**src/rtl/addsub_pkg.sv**
```systemverilog
// Shared types and helpers for the multi-cycle add/subtract-and-compare datapath.
package addsub_pkg;

    typedef enum logic [1:0] {
        IDLE,
        RUN,
        DONE
    } state_t;

    localparam logic ADD = 1'b0;
    localparam logic SUB = 1'b1;

    // Chunk counter width; never zero, even when a single chunk covers the word.
    function automatic int unsigned cnt_width(input int unsigned nchunk);
        return (nchunk <= 1) ? 1 : $clog2(nchunk);
    endfunction

endpackage

```
**src/rtl/multicycle_addsub_chunk_adder.sv**
```systemverilog
// CHUNK-bit adder slice; c_msb (carry into the top bit) feeds signed-overflow detection.
module chunk_adder #(
    parameter int unsigned CHUNK = 8
) (
    input  logic [CHUNK-1:0] a,
    input  logic [CHUNK-1:0] b,
    input  logic             ci,
    output logic [CHUNK-1:0] s,
    output logic             co,
    output logic             c_msb
);

    logic [CHUNK:0] full;

    always_comb begin
        full  = {1'b0, a} + {1'b0, b} + {{CHUNK{1'b0}}, ci};
        s     = full[CHUNK-1:0];
        co    = full[CHUNK];
        // s = a ^ b ^ c at every bit, so the carry into the MSB falls out directly.
        c_msb = s[CHUNK-1] ^ a[CHUNK-1] ^ b[CHUNK-1];
    end

endmodule

```
**src/rtl/multicycle_addsub.sv**
```systemverilog
// Multi-cycle add/subtract-and-compare, CHUNK bits per cycle with valid/ready on both sides.
// Optional result clamping on signed overflow: define ADDSUB_SATURATE_EN.
module multicycle_addsub
    import addsub_pkg::*;
#(
    parameter int unsigned WIDTH = 32,
    parameter int unsigned CHUNK = 8
) (
    input  logic             clock,
    input  logic             reset,
    input  logic             in_valid,
    output logic             in_ready,
    input  logic [WIDTH-1:0] data_A,
    input  logic [WIDTH-1:0] data_B,
    input  logic             cin,
    output logic             out_valid,
    input  logic             out_ready,
    output logic [WIDTH-1:0] result,
    output logic             overflow,
    output logic             isNotEqual,
    output logic             isLessThan
);

    localparam int unsigned NCHUNK = WIDTH / CHUNK;
    localparam int unsigned CW     = cnt_width(NCHUNK);
    localparam logic [CW-1:0] LAST = CW'(NCHUNK - 1);

    state_t          state;
    logic [WIDTH-1:0] a_reg;
    logic [WIDTH-1:0] b_reg;
    logic [WIDTH-1:0] sum_reg;
    logic             carry;
    logic [CW-1:0]    cnt;
    logic             nz;

    logic [CHUNK-1:0] a_chunk;
    logic [CHUNK-1:0] b_chunk;
    logic [CHUNK-1:0] s;
    logic             co;
    logic             c_msb;
    logic [WIDTH-1:0] final_sum;
    logic [WIDTH-1:0] final_result;
    logic             ovf_next;

    always_comb begin
        a_chunk = a_reg[cnt*CHUNK +: CHUNK];
        b_chunk = b_reg[cnt*CHUNK +: CHUNK];
    end

    chunk_adder #(.CHUNK(CHUNK)) u_chunk (
        .a     (a_chunk),
        .b     (b_chunk),
        .ci    (carry),
        .s     (s),
        .co    (co),
        .c_msb (c_msb)
    );

    // Full word as it will stand once the final chunk lands.
    always_comb begin
        final_sum                     = sum_reg;
        final_sum[WIDTH-1 -: CHUNK]   = s;
        ovf_next                      = c_msb ^ co;
        final_result                  = final_sum;
`ifdef ADDSUB_SATURATE_EN
        if (ovf_next) begin
            final_result = final_sum[WIDTH-1] ? {1'b0, {(WIDTH-1){1'b1}}}
                                              : {1'b1, {(WIDTH-1){1'b0}}};
        end
`endif
    end

    always_ff @(posedge clock) begin
        if (reset) begin
            state      <= IDLE;
            a_reg      <= '0;
            b_reg      <= '0;
            sum_reg    <= '0;
            carry      <= 1'b0;
            cnt        <= '0;
            nz         <= 1'b0;
            result     <= '0;
            overflow   <= 1'b0;
            isNotEqual <= 1'b0;
            isLessThan <= 1'b0;
            out_valid  <= 1'b0;
            in_ready   <= 1'b1;
        end else begin
            case (state)
                IDLE: begin
                    if (in_valid) begin
                        a_reg    <= data_A;
                        b_reg    <= data_B ^ {WIDTH{cin == SUB}};
                        carry    <= cin;
                        cnt      <= '0;
                        nz       <= 1'b0;
                        in_ready <= 1'b0;
                        state    <= RUN;
                    end
                end
                RUN: begin
                    sum_reg[cnt*CHUNK +: CHUNK] <= s;
                    carry <= co;
                    nz    <= nz | (|s);
                    cnt   <= cnt + 1'b1;
                    if (cnt == LAST) begin
                        result     <= final_result;
                        overflow   <= ovf_next;
                        isLessThan <= s[CHUNK-1] ^ ovf_next;
                        isNotEqual <= nz | (|s);
                        out_valid  <= 1'b1;
                        state      <= DONE;
                    end
                end
                DONE: begin
                    if (out_ready) begin
                        out_valid <= 1'b0;
                        in_ready  <= 1'b1;
                        state     <= IDLE;
                    end
                end
                default: begin
                    state     <= IDLE;
                    out_valid <= 1'b0;
                    in_ready  <= 1'b1;
                end
            endcase
        end
    end

endmodule

```
**config.mk**
```make
export PLATFORM = sky130hd
export DESIGN_NAME = multicycle_addsub
export DESIGN_NICKNAME = d
export VERILOG_FILES = /design/src/rtl/addsub_pkg.sv /design/src/rtl/multicycle_addsub_chunk_adder.sv /design/src/rtl/multicycle_addsub.sv
export SDC_FILE = /design/constraint.sdc
export NUM_CORES = 1
export LEC_CHECK = 0
export BUFFER_PORTS_ARGS = -buffer_cell sky130_fd_sc_hd__clkbuf_2
export CORE_AREA = 8 8 121 123
export DETAILED_ROUTE_END_ITERATION = 8
export DIE_AREA = 0 0 129 131
export PLACE_DENSITY = 0.71
export SLEW_MARGIN = 20
export SYNTH_ARGS = -nofsm -noshare
export SYNTH_HDL_FRONTEND = slang
export SYNTH_SLANG_ARGS = --single-unit
```
**constraint.sdc**
```tcl
create_clock -name clock -period 9.3 [get_ports clock]
set_input_delay 1.86 -clock clock [delete_from_list [all_inputs] [get_ports clock]]
set_output_delay 1.86 -clock clock [all_outputs]
set_load 0.005 [all_outputs]
```
======== After elaboration in Yosys (flattened, before gate mapping) ========
Cells that the tools add are included.
storage, ports and cells
  register bits after elaboration ......... 139
  latch bits .............................. 0
  RAM bits ................................ 0
  bits in read-only memories .............. 0
  input bits .............................. 69
  output and inout bits ................... 37
  logic and storage cells ................. 60
  memories kept ........................... 0
operators by class
  $add $sub $neg .......................... 4
  multiply operators ...................... 0
  divide/modulo/power cells ............... 0
  $lt $le $gt $ge ......................... 0
  equal/unequal tests ..................... 6
  shifts and indexed selects .............. 4
  mux-type cells .......................... 16
  bitwise logic cells ..................... 8
  reduce and logical (&&, ||, !) cells .... 9
operator list
  cell                                                   count
  variable part select 32 x 6 -> 8 bit                   2
  negation 5 -> 34 bit                                   1
  variable shift 8 x 34 -> 32 bit, first input constant  1
  variable part select 8 x 34 -> 32 bit                  1
  bitwise mux 32 bit                                     1
  bitwise XOR 32 bit                                     1
  adder 8 x 8 -> 9 bit                                   1
  adder 9 x 1 -> 9 bit                                   1
  AND reduction 3 bit                                    3
  two-way mux 2 bit                                      4
  OR reduction 8 bit                                     1
  != test 2 bit, second input constant                   3
  case mux 1 bit (3 select lines)                        2
  case mux 2 bit (3 select lines)                        1
  AND reduction 2 bit                                    3
  two-way mux 1 bit                                      5
  == test 2 bit, second input constant                   2
  case mux 1 bit (2 select lines)                        2
  case mux 2 bit (2 select lines)                        1
  bitwise XOR 1 bit                                      4
  adder 2 x 1 -> 2 bit, second input constant            1
  == test 2 x 1 -> 1 bit, second input constant          1
  logical NOT 2 bit                                      1
  inverter 1 bit                                         2
  other kinds (2)                                        2

======== Longest topological paths before layout ========
  depth after elaboration ................. 7
  depth in mapped cells ................... 10
  depth with buffers taken out ............ 9

======== Hierarchy ========
A second synthesis with hierarchy kept.
second synthesis, totals
  cell total of the unflattened synthesis .. 660
  area, all modules ....................... 6038.3 µm²
modules (own cells, without submodules)
  module             instances  cells an instance  area an instance (µm²)  sequential area each (µm²)
  multicycle_addsub  1          616                5661.7                  2622.5
  chunk_adder        1          44                 376.6                   0.0

======== Worst setup path after synthesis ========
OpenSTA, ideal clock, no wires.
  path type ............................... reg2reg
  from .................................... register cnt[0]
  to ...................................... register overflow
  setup time .............................. 62 ps
  arrival ................................. 3437 ps
  required time ........................... 9238 ps
  path slack .............................. 5801 ps
  stages on the path, launching flop included .. 11
  path buffers ............................ 1
  clock period less this slack ............ 3499 ps
  path through ............................ dfxtp_1 buf_2 mux4_2 fa_1 fa_1 a21o_1 a221oi_1 o21ai_0 xnor2_1 or4_1 nand3_1
between the ends
  word-level cells in the longest chain between the ends .. 6
  elaborated cells between the ends (all ways) .. 9
  classes of those cells .................. 2 x add/sub; 1 x eq/ne; 2 x shift; 3 x bitwise; 1 x reduce/logical
ends and longest elaborated chain
  element                                                         line                                              text
  start, declared                                                 multicycle_addsub.sv:33                           logic [CW-1:0] cnt;
  start signal, assigned                                          multicycle_addsub.sv:105                          cnt <= cnt + 1'b1;
  variable part select 32 x 6 -> 8 bit, on equally long branches  multicycle_addsub.sv:46, multicycle_addsub.sv:47
  adder 8 x 8 -> 9 bit                                            multicycle_addsub_chunk_adder.sv:16               full = {1'b0, a} + {1'b0, b} + {{CHUNK{1'b0}}, ci};
  adder 9 x 1 -> 9 bit                                            multicycle_addsub_chunk_adder.sv:16
  bitwise XOR 1 bit (2 in series)                                 multicycle_addsub_chunk_adder.sv:20               c_msb = s[CHUNK-1] ^ a[CHUNK-1] ^ b[CHUNK-1];
  bitwise XOR 1 bit                                               multicycle_addsub.sv:63                           ovf_next = c_msb ^ co;
  end signal, assigned                                            multicycle_addsub.sv:108                          overflow <= ovf_next;
  end, declared                                                   multicycle_addsub.sv:19                           output logic overflow,
Parallel ways exist; a longest one is shown, timed or not.
A chain may end at the register's enable or synchronous reset.

======== Worst setup path after layout ========
Same ends and word-level chain as after synthesis.

==> flow_summary.ini <==
[worst_setup_path]
rr_endpoint = overflow
end_kind = flop
r2r_setup_slack_ns = 5.34
crit_arrival_ns = 4.31
slowest_delay_ns = 0.61
r2r-start = cnt[0]
crit_top_cell = fa_1
worstSetupStartpointType = flop
path_max_fanout = 16
critPathKind = reg2reg
cp.required_ns = 9.65
crit_chain = buf_4 -> mux4_2 -> fa_1 -> fa_1 -> a21o_1 -> a221oi_1 -> o21ai_0 -> xnor2_1 -> or4_1 -> nand3_1
cp_slowest_cell = dfxtp_1
reg2reg_depth = 10

[global_route]
grtUsageTotal_pct = 16.7
grt_pass1_wl_mm = 22.3
overflow = 0
antenna_found_initial = 0
grt_pass1_vias = 4561
grt_start_max_net_pins = 99

[clock_network]
ctsRootBufferMaster = clkbuf_16
cts_buffer_depth = 2
cts_tree = built
clk_pin_slew_worst_paths_ns = 0.06
clk_latency_ns = 0.41
cts.sinks = 131
cts_setup_buffers = 0
cts_resized = 0
hold_buffers = 0
numCtsBuffers = 17
h-tree-depth = 4

[route]
dr.first_iter.drc_count = 342
avgViaCountPerCell = 5.14
first_pass_iters = 4
wl_per_cell_um = 15.3
vias = 4594
wirelength_mm = 13.7
drt.antenna.violating_nets = 0
route.detailed.drc = 0

[layout]
multi_input_area_sq_mm = 0.00280
utilization_pct = 53.3
fin_area_sq_mm = 0.00686
syn_to_final_growth_pct = 22.4
drive_above_1_share_pct = 22.9
fillers = 1185
diodes = 0
nNetsFinal = 787
ff_latch_area_sq_mm = 0.00262

[sta]
rsz0062_at_grt = false
whs_ns = 0.452
relSlewSlack_pct = 34.9
post-route-period-util_pct = 42.6
tightest_slew_ns = 0.977
period_needed_ns = 3.96
setup_viol = 0
final.setup.tns_ns = 0
hold_viol_final = 0
finalClockSkew_ns = 0.0135
slew_viol_final = 0
fmax_mhz = 253

[yosys]
seq_area_frac_synth_pct = 46.8
yosys.cell_types.count = 38
yosys.area.top_type_share_pct = 46.8
ys.flop_type = dfxtp_1
ys_ff_latch = 131
synth_area_sq_mm = 0.00560
yosys_warnings = 0
syn_area_per_cell_sq_um = 8.99
synth_edf_count = 0
ys_top_cells_by_area = dfxtp_1 (47%), nand2_1 (9.0%), a21oi_1 (6.7%), mux4_2 (6.4%), xnor2_1 (5.6%)
synthCells = 623
async_reset_ff_share_pct = 0
synth_top_cell_by_area = dfxtp_1
synthesis.nets = 706

[die]
die_y_um = 131
core_sq_mm = 0.0129
num_rows = 42
start_util_pct = 43.5
io_pins = 106
die_area_sq_mm = 0.0169
die_x_um = 129

[placed_design]
dp_hpwl_mm = 9.76
gp_congestion = 0.836
placed_area_sq_mm = 0.00620
port_buffers = 105

[worst_hold_path]
hold_class = reg2reg
holdPathStages = 2
whs_endpoint = a_reg[12]
worstHoldStart = a_reg[12]

[outcome]
status = finished clean

[power_and_ir_drop]
swShare_pct = 24.0
pwr-share-clk_pct = 48.7
vdd_drop_max_mv = 0.112
power_density_mw_per_mm2 = 218
combPwrFrac_pct = 11.0
p_int_mw = 1.13
p_leak_nw = 2.68
seqPwrFrac_pct = 40.4
p_sw_mw = 0.359

[flow_run]
cap_violations = 0
## power by group through the flow
stage | clock network (mW) | logic (mW) | registers (mW)
2_1_floorplan | 0 | 0.121 | 0.607
6_report | 0.727 | 0.164 | 0.603
3_5_place_dp | 0 | 0.163 | 0.615
3_3_place_gp | 0 | 0.157 | 0.614
5_1_grt | 0.762 | 0.180 | 0.606
4_1_cts | 0.735 | 0.165 | 0.603
## Yosys cell counts, types with 2 or more instances
cell type and instances:
a211oi_1 33, a21o_1 3, a21oi_1 75, a22oi_1 25, a31oi_1 2, buf_1 5, buf_2 7, clkbuf_1 34
dfxtp_1 131, fa_1 2, ha_1 12, inv_1 3, mux4_2 16, nand2_1 135, nand2b_1 2, nand3_1 4
nand4_1 2, nor2_1 69, nor3_1 2, nor4b_4 3, o21ai_0 2, o41ai_1 2, or4_1 2, xnor2_1 36
xor2_1 3
## worst max-delay path, delay by kind of cell (launching register included)
family	cells	cell delay, ns
buf+inv	1	0.39
fa+ha+maj	2	0.87
xor+xnor	1	0.19
compound gates	3	0.78
mux	1	0.56
simple gates	2	0.49
flops	1	0.61
## per-stage QoR
| step | power [mW] | instances | worst slack [ns] |
|---|---|---|---|
| after floorplan | 0.728 | 623 | 5.80 |
| after global placement | 0.772 | 861 | 5.40 |
| after detailed placement | 0.778 | 861 | 5.34 |
| after CTS | 1.50 | 893 | 5.30 |
| after global routing | 1.55 | 893 | 5.02 |
| final | 1.49 | 893 | 5.34 |
## cells in the final DEF (no fill, tap or decap), types with 12 or more instances in the layout
cell and n:
nand2_1 134, dfxtp_1 131, clkbuf_2 104, a21oi_1 75, nor2_1 68, xnor2_1 36
a211oi_1 33, a22oi_1 25, clkbuf_16 17, mux4_2 16, ha_1 12
## cell families (layout without fill, tap and decap cells)
kind of cell | after synthesis | in the layout | share of synthesized area, %
simple gates | 227 | 227 | 17.1
mux | 16 | 16 | 6.43
compound gates | 147 | 147 | 16.7
fa+ha+maj | 14 | 14 | 3.40
xor+xnor | 39 | 39 | 6.10
flops | 131 | 131 | 46.8
buf+inv | 49 | 143 | 3.44
## worst max path at each step
stage                     depth (start not counted)        to   start  slack [ns]
final                                            10  overflow  cnt[0]        5.34
after global routing                             10  overflow  cnt[0]        5.02
after CTS                                        10  overflow  cnt[0]        5.30
after detailed placement                         10  overflow  cnt[0]        5.34
after global placement                           10  overflow  cnt[0]        5.40
after floorplan                                  10  overflow  cnt[0]        5.80
## cell type report
class / count / share of cell area [%]
Inverter: 3 / 0.164
Tap cell: 176 / 3.21
Timing Repair Buffer: 108 / 8.03
Sequential cell: 131 / 38.2
Clock buffer: 22 / 7.06
Clock inverter: 10 / 2.50
Multi-Input combinational cell: 443 / 40.8
## per-layer routing
metal	GRT usage [%]	vias up	routed length, um
met2	27.9	124	6520
met1	20.3	2142	6230
met5	0	-	0
li1	-	2315	-
met3	4.34	13	764
met4	6.36	0	188
Note: power is estimated with default switching activity, not from simulation.
